File: src/rtl/alu128_seq_pkg.sv
`default_nettype none
// ============================================================================
// Module   : alu128_seq_pkg
// Purpose  : Shared types and constants for the 128-bit ALU stream sequencer.
//            Holds the sequencer state encoding, the ALU flag struct and
//            default widths.
// Ports    : none (package)
// Revision : 1.0 - initial release
// ============================================================================
package alu128_seq_pkg;

    localparam int OP_W_DEF   = 128;
    localparam int BEAT_W_DEF = 32;

    typedef enum logic [1:0] {
        COLLECT = 2'd0,
        EXEC    = 2'd1,
        SEND    = 2'd2
    } seq_state_t;

    // Bit order matches the ALU flag bus {c,z,o,s}, c in bit 3.
    typedef struct packed {
        logic c;
        logic z;
        logic o;
        logic s;
    } alu_flags_t;

    // Counter width for a modulo-n counter; never less than one bit.
    function automatic int cnt_width(input int n);
        return (n > 1) ? $clog2(n) : 1;
    endfunction

endpackage
`default_nettype wire

File: src/rtl/alu128_beat_counter.sv
`default_nettype none
// ============================================================================
// Module   : alu128_beat_counter
// Purpose  : Modulo-N beat counter with increment, synchronous clear and
//            terminal-count flag.
// Ports    : clk, rst (async, active-high)
//            inc   - advance by one, wrapping to 0 after N-1
//            clr   - synchronous return to 0 (wins over inc)
//            count - current value
//            tc    - high while count == N-1
// Revision : 1.0 - initial release
// ============================================================================
module alu128_beat_counter
    import alu128_seq_pkg::*;
#(
    parameter  int N  = 8,
    localparam int CW = cnt_width(N)
) (
    input  logic          clk,
    input  logic          rst,
    input  logic          inc,
    input  logic          clr,
    output logic [CW-1:0] count,
    output logic          tc
);

    localparam logic [CW-1:0] c_last_count = CW'(N - 1);

    logic [CW-1:0] r_count;

    always_ff @(posedge clk or posedge rst) begin
        if (rst) begin
            r_count <= '0;
        end else if (clr) begin
            r_count <= '0;
        end else if (inc) begin
            r_count <= (r_count == c_last_count) ? '0 : r_count + 1'b1;
        end
    end

    assign count = r_count;
    assign tc    = (r_count == c_last_count);

endmodule
`default_nettype wire

File: src/rtl/alu128_stream_sequencer.sv
`default_nettype none
// ============================================================================
// Module   : alu128_stream_sequencer
// Purpose  : Host-side sequencer for the 128-bit combinational ALU. Collects
//            2*BEATS input beats (op1 then op2, LSW first), holds them on the
//            ALU inputs for one EXEC cycle, captures result and flags, then
//            streams the result back out LSW first.
// Ports    : clk, rst (async, active-high)
//            in_valid/in_ready/in_data/in_opsel/in_mode - operand stream
//            alu_op1/alu_op2/alu_opsel/alu_mode        - to ALU
//            alu_result/alu_flags                      - from ALU
//            out_valid/out_ready/out_data/out_last/out_flags - result stream
//            sticky_clr/sticky_flags - only with ALU128_SEQ_STICKY_EN
// Config   : `define ALU128_SEQ_STICKY_EN adds sticky {c,o} flag accumulation.
// Revision : 1.0 - initial release
// ============================================================================
module alu128_stream_sequencer
    import alu128_seq_pkg::*;
#(
    parameter int OP_W   = OP_W_DEF,
    parameter int BEAT_W = BEAT_W_DEF   // OP_W must be a multiple of BEAT_W
) (
`ifdef ALU128_SEQ_STICKY_EN
    input  logic              sticky_clr,
    output logic [1:0]        sticky_flags,
`endif
    input  logic              clk,
    input  logic              rst,
    input  logic              in_valid,
    output logic              in_ready,
    input  logic [BEAT_W-1:0] in_data,
    input  logic [2:0]        in_opsel,
    input  logic              in_mode,
    output logic [OP_W-1:0]   alu_op1,
    output logic [OP_W-1:0]   alu_op2,
    output logic [2:0]        alu_opsel,
    output logic              alu_mode,
    input  logic [OP_W-1:0]   alu_result,
    input  logic [3:0]        alu_flags,
    output logic              out_valid,
    input  logic              out_ready,
    output logic [BEAT_W-1:0] out_data,
    output logic              out_last,
    output logic [3:0]        out_flags
);

    localparam int BEATS  = OP_W / BEAT_W;
    localparam int IN_N   = 2 * BEATS;
    localparam int IN_CW  = cnt_width(IN_N);
    localparam int OUT_CW = cnt_width(BEATS);

    seq_state_t        r_state;
    seq_state_t        w_next_state;
    logic              w_exec;
    logic              w_in_fire;
    logic              w_out_fire;
    logic [IN_CW-1:0]  w_in_cnt;
    logic              w_in_tc;
    logic [OUT_CW-1:0] w_out_cnt;
    logic              w_out_tc;

    logic [OP_W-1:0]   r_op1;
    logic [OP_W-1:0]   r_op2;
    logic [2:0]        r_opsel;
    logic              r_mode;
    logic [OP_W-1:0]   r_result;
    alu_flags_t        r_flags;

    assign w_in_fire  = in_valid & in_ready;
    assign w_out_fire = out_valid & out_ready;

    // Input counter spans both operands; its wrap coincides with EXEC entry.
    alu128_beat_counter #(.N(IN_N)) u_in_cnt (
        .clk   (clk),
        .rst   (rst),
        .inc   (w_in_fire),
        .clr   (1'b0),
        .count (w_in_cnt),
        .tc    (w_in_tc)
    );

    alu128_beat_counter #(.N(BEATS)) u_out_cnt (
        .clk   (clk),
        .rst   (rst),
        .inc   (w_out_fire),
        .clr   (1'b0),
        .count (w_out_cnt),
        .tc    (w_out_tc)
    );

    // ---------------- FSM: state register ----------------
    always_ff @(posedge clk or posedge rst) begin
        if (rst) begin
            r_state <= COLLECT;
        end else begin
            r_state <= w_next_state;
        end
    end

    // ---------------- FSM: next state ----------------
    always_comb begin
        w_next_state = r_state;
        case (r_state)
            COLLECT: if (w_in_fire && w_in_tc)   w_next_state = EXEC;
            EXEC:                                w_next_state = SEND;
            SEND:    if (w_out_fire && w_out_tc) w_next_state = COLLECT;
            default:                             w_next_state = COLLECT;
        endcase
    end

    // ---------------- FSM: outputs ----------------
    // in_ready is held low while reset is asserted so no beat is seen as
    // accepted before the sequencer is running.
    always_comb begin
        in_ready  = 1'b0;
        out_valid = 1'b0;
        w_exec    = 1'b0;
        case (r_state)
            COLLECT: in_ready  = ~rst;
            EXEC:    w_exec    = 1'b1;
            SEND:    out_valid = 1'b1;
            default: ;
        endcase
    end

    // ---------------- operand / sideband capture ----------------
    always_ff @(posedge clk or posedge rst) begin
        if (rst) begin
            r_op1   <= '0;
            r_op2   <= '0;
            r_opsel <= '0;
            r_mode  <= 1'b0;
        end else if (w_in_fire) begin
            for (int k = 0; k < BEATS; k++) begin
                if (w_in_cnt == IN_CW'(k))
                    r_op1[k*BEAT_W +: BEAT_W] <= in_data;
                if (w_in_cnt == IN_CW'(k + BEATS))
                    r_op2[k*BEAT_W +: BEAT_W] <= in_data;
            end
            // Sideband is a per-frame attribute: only beat 0 carries it.
            if (w_in_cnt == '0) begin
                r_opsel <= in_opsel;
                r_mode  <= in_mode;
            end
        end
    end

    // ---------------- result capture ----------------
    always_ff @(posedge clk or posedge rst) begin
        if (rst) begin
            r_result <= '0;
            r_flags  <= '0;
        end else if (w_exec) begin
            r_result <= alu_result;
            r_flags  <= alu_flags;
        end
    end

`ifdef ALU128_SEQ_STICKY_EN
    alu_flags_t w_flags_in;
    logic [1:0] r_sticky;

    assign w_flags_in = alu_flags;

    // A clear coinciding with a capture drops older history but keeps the
    // flags of the frame being captured.
    always_ff @(posedge clk or posedge rst) begin
        if (rst) begin
            r_sticky <= 2'b00;
        end else if (w_exec) begin
            r_sticky <= (sticky_clr ? 2'b00 : r_sticky) | {w_flags_in.c, w_flags_in.o};
        end else if (sticky_clr) begin
            r_sticky <= 2'b00;
        end
    end

    assign sticky_flags = r_sticky;
`endif

    // ---------------- output word select ----------------
    always_comb begin
        out_data = '0;
        for (int k = 0; k < BEATS; k++) begin
            if (w_out_cnt == OUT_CW'(k))
                out_data = r_result[k*BEAT_W +: BEAT_W];
        end
    end

    assign out_last  = out_valid & w_out_tc;
    assign out_flags = r_flags;
    assign alu_op1   = r_op1;
    assign alu_op2   = r_op2;
    assign alu_opsel = r_opsel;
    assign alu_mode  = r_mode;

endmodule
`default_nettype wire

File: config.mk
export PLATFORM = sky130hd
export DESIGN_NAME = alu128_stream_sequencer
export DESIGN_NICKNAME = d
export VERILOG_FILES = /design/src/rtl/alu128_seq_pkg.sv /design/src/rtl/alu128_beat_counter.sv /design/src/rtl/alu128_stream_sequencer.sv
export SDC_FILE = /design/constraint.sdc
export NUM_CORES = 1
export LEC_CHECK = 0
export CAP_MARGIN = 0
export CORE_AREA = 5 5 182 184
export CTS_CLUSTER_SIZE = 30
export DETAILED_ROUTE_END_ITERATION = 7
export DIE_AREA = 0 0 187 189
export DONT_BUFFER_PORTS = 1
export HOLD_SLACK_MARGIN = 0.08
export PLACE_DENSITY = 0.78
export SLEW_MARGIN = 20
export SYNTH_ARGS = -nofsm -noshare
export SYNTH_HDL_FRONTEND = slang
export SYNTH_SLANG_ARGS = --single-unit
export TNS_END_PERCENT = 100
File: constraint.sdc
create_clock -name clk -period 12.9 [get_ports clk]
set_input_delay 1.29 -clock clk [delete_from_list [all_inputs] [get_ports clk]]
set_output_delay 1.29 -clock clk [all_outputs]
set_load 0.005 [all_outputs]
==> results.json <==
{
  "status": "finished, final reports clean",
  "clkTransAtPathRegs_ns": 0.06,
  "grtUsageTotal": 0.221,
  "cts_buffers": 42,
  "grt_pass1_wl_um": 61200,
  "die_area_sq_um": 35300,
  "layout-drive-gt1-share": 0.437,
  "seq_power_share": 0.510,
  "worst_r2r_endpoint": "alu_op1[74]",
  "path_cells": "inv_1, ha_1, buf_4, nor2b_2, a221oi_1, o31ai_1",
  "finClkSkew_ns": 0.0138,
  "pwr-share-comb": 0.232,
  "reg2reg_slack_ns": 10.10,
  "p_clk_frac": 0.258,
  "area_growth_pct": 11.0,
  "hold_violations": 0,
  "p_sw_frac": 0.314,
  "syn_area_sq_um": 15900,
  "gp_congestion": 0.844,
  "finalCritPeriodShare": 0.334,
  "hold_class": "reg -> reg",
  "worstRegToRegCells": 3,
  "antenna_found_initial": 1,
  "rows": 65,
  "syn-num-nets": 1239,
  "maxSlewHeadroom": 0.250,
  "total_power_w": 0.00460,
  "drcViolationCount": 0,
  "fin_nets": 1232,
  "routed_wirelength_um": 39600,
  "vdd_drop_max_mv": 0.150,
  "worst_ep_arrival_time_ns": 3.02,
  "synth-seq-cells": 399,
  "crit_path_max_fanout": 42,
  "critPathMaxStageDelay_ns": 0.91,
  "clock_latency_ns": 0.52,
  "p_sw_w": 0.00144,
  "ys_warn_count": 0,
  "wire_per_inst_um": 26.6,
  "grt_pass1_vias": 9503,
  "synth_cell_types": 27,
  "die_h_um": 189,
  "whs_path_depth": 1,
  "cp_num_buf_inv": 2,
  "grt-ovfl-total": 0,
  "tightest_slew_ns": 1.12,
  "grt_start_max_net_pins": 98,
  "highest_layer": "met4",
  "syn_inst": 1057,
  "drv_cap": 0,
  "clockBufferDepth": 3,
  "start_util": 0.509,
  "firstDrtPassIters": 4,
  "core_sq_um": 31200,
  "cts_setup_buffers": 0,
  "cp-start-kind": "register",
  "io_pins": 471,
  "tns_ns": 0,
  "dp_hpwl_um": 27500,
  "drt-vias-per-instance": 5.90,
  "min_from": "r_result[90]",
  "die_w_um": 187,
  "cts-hold-fix-buffers": 0,
  "slew_violations": 0,
  "setup_viol_count_final": 0,
  "p_int_w": 0.00315,
  "seq_area_frac_synth": 0.629,
  "clock_sinks": 399,
  "end_kind": "output port",
  "crit_family": "simple AND/OR/NAND/NOR gates",
  "setup.worst_path.class": "reg -> out",
  "crit_required_ns": 11.61,
  "hold_end": "r_result[90]",
  "grt_setup_unrepaired": "false",
  "syn_avg_cell_area_sq_um": 15.0,
  "r2r-start": "r_state[1]",
  "post-route-min-period_ns": 4.31,
  "root_buffer": "clkbuf_16",
  "cts_resized": 0,
  "leakage_nw": 8.04,
  "p_per_area_nw_per_um2": 261,
  "met3_length_um": 4510,
  "drtAntennaViolNets": 0,
  "htreeDepth": 2,
  "drt_iter0_drc": 436,
  "clock.fmax_ghz": 0.232,
  "met1_length_um": 14400,
  "vias": 8771,
  "crit_path_top_delay_cell": "nor2b_2",
  "cts_tree": "built",
  "io_buffer_count": 0,
  "dr_wl_met2_um": 19500
}
power by group through the flow:
stage / Combinational, W / Clock (W) / Sequential (W)
after floorplan: 0.000897 / 0 / 0.00215
after global routing: 0.00118 / 0.00127 / 0.00241
final: 0.00107 / 0.00119 / 0.00234
after detailed placement: 0.00108 / 0 / 0.00237
after global placement: 0.00102 / 0 / 0.00235
after CTS: 0.00108 / 0.00121 / 0.00235
flip-flops by register name, indices dropped and copies added (netlist names):
signal / count
out_flags: 4
alu_opsel: 3
alu_op1: 128
u_in_cnt.count: 3
r_result: 128
alu_mode: 1
r_state: 2
u_out_cnt.count: 2
alu_op2: 128
metal layers:
metal,vias to the layer above,track usage
met5,-,0
met4,0,0.0717
met3,69,0.0973
met2,425,0.362
met1,4531,0.264
li1,3746,-
logic make-up (layout without fill, tap and decap cells):
family | after synthesis | in the layout | share of synthesized area
flops | 399 | 399 | 0.629
fa+ha+maj | 10 | 10 | 0.00788
compound gates | 95 | 95 | 0.0413
simple gates | 89 | 89 | 0.0280
mux | 385 | 385 | 0.273
other cells | 0 | 3 | 0
buf+inv | 79 | 104 | 0.0213
area by class of cell:
class	count	area [sq um]
Timing Repair Buffer	12	97.6
Inverter	16	67.6
Tap cell	402	503
Clock inverter	12	106
Clock buffer	64	1280
Antenna cell	3	7.51
Fill cell	2407	13600
Multi-Input combinational cell	579	5590
Sequential cell	399	9980
layout by cell type, fill, tap and decap left out, drive strengths merged, types with 10 or more instances in the layout:
master,n
clkbuf,64
buf,12
o21ai,20
a221oi,23
a21oi,19
o31ai,23
dfrtp,399
ha,10
nor2b,28
nand2,48
inv,17
mux2,385
per-stage QoR:
step	cells	hold WS [ns]	worst slack [ns]	cell area, sq um	utilization
global route	1485	0.521	8.40	17600	0.565
detailed placement	1408	0.497	9.18	16200	0.520
global placement	1408	0.489	9.25	16200	0.520
finish	1487	0.506	8.59	17600	0.565
floorplan	1057	0.481	0.514	15900	-
CTS	1484	0.510	8.61	17600	0.564
synth_stat cells, drive strengths merged:
cell    count  area share
nand3b      1     0.00047
nor3        1     0.00031
ha         10      0.0079
inv        16      0.0038
nor4b       2      0.0020
a21oi      19      0.0060
mux2      385        0.27
o31ai      23       0.011
and2        1     0.00039
buf        29      0.0094
o21ai      20      0.0063
a22o        9      0.0050
nor2b      28       0.011
clkbuf     34      0.0081
and3        1     0.00039
nand2      48       0.011
a21o        1     0.00047
nand4       2     0.00079
nor2        4     0.00094
nand3       1     0.00031
a221oi     23       0.013
dfrtp     399        0.63
how the worst max path moves through the flow:
| stage | start | endpoint | slack (ns) | cells after the start |
|---|---|---|---|---|
| floorplan | rst | alu_mode | 0.51 | 1 |
| detailed placement | rst | r_result[121] | 9.18 | 3 |
| global route | u_out_cnt.count[0] | out_data[7] | 8.40 | 5 |
| finish | u_out_cnt.count[1] | out_data[6] | 8.59 | 6 |
| global placement | rst | r_result[122] | 9.25 | 3 |
| CTS | u_out_cnt.count[1] | out_data[6] | 8.61 | 6 |
(Power assumes the default switching activity.)
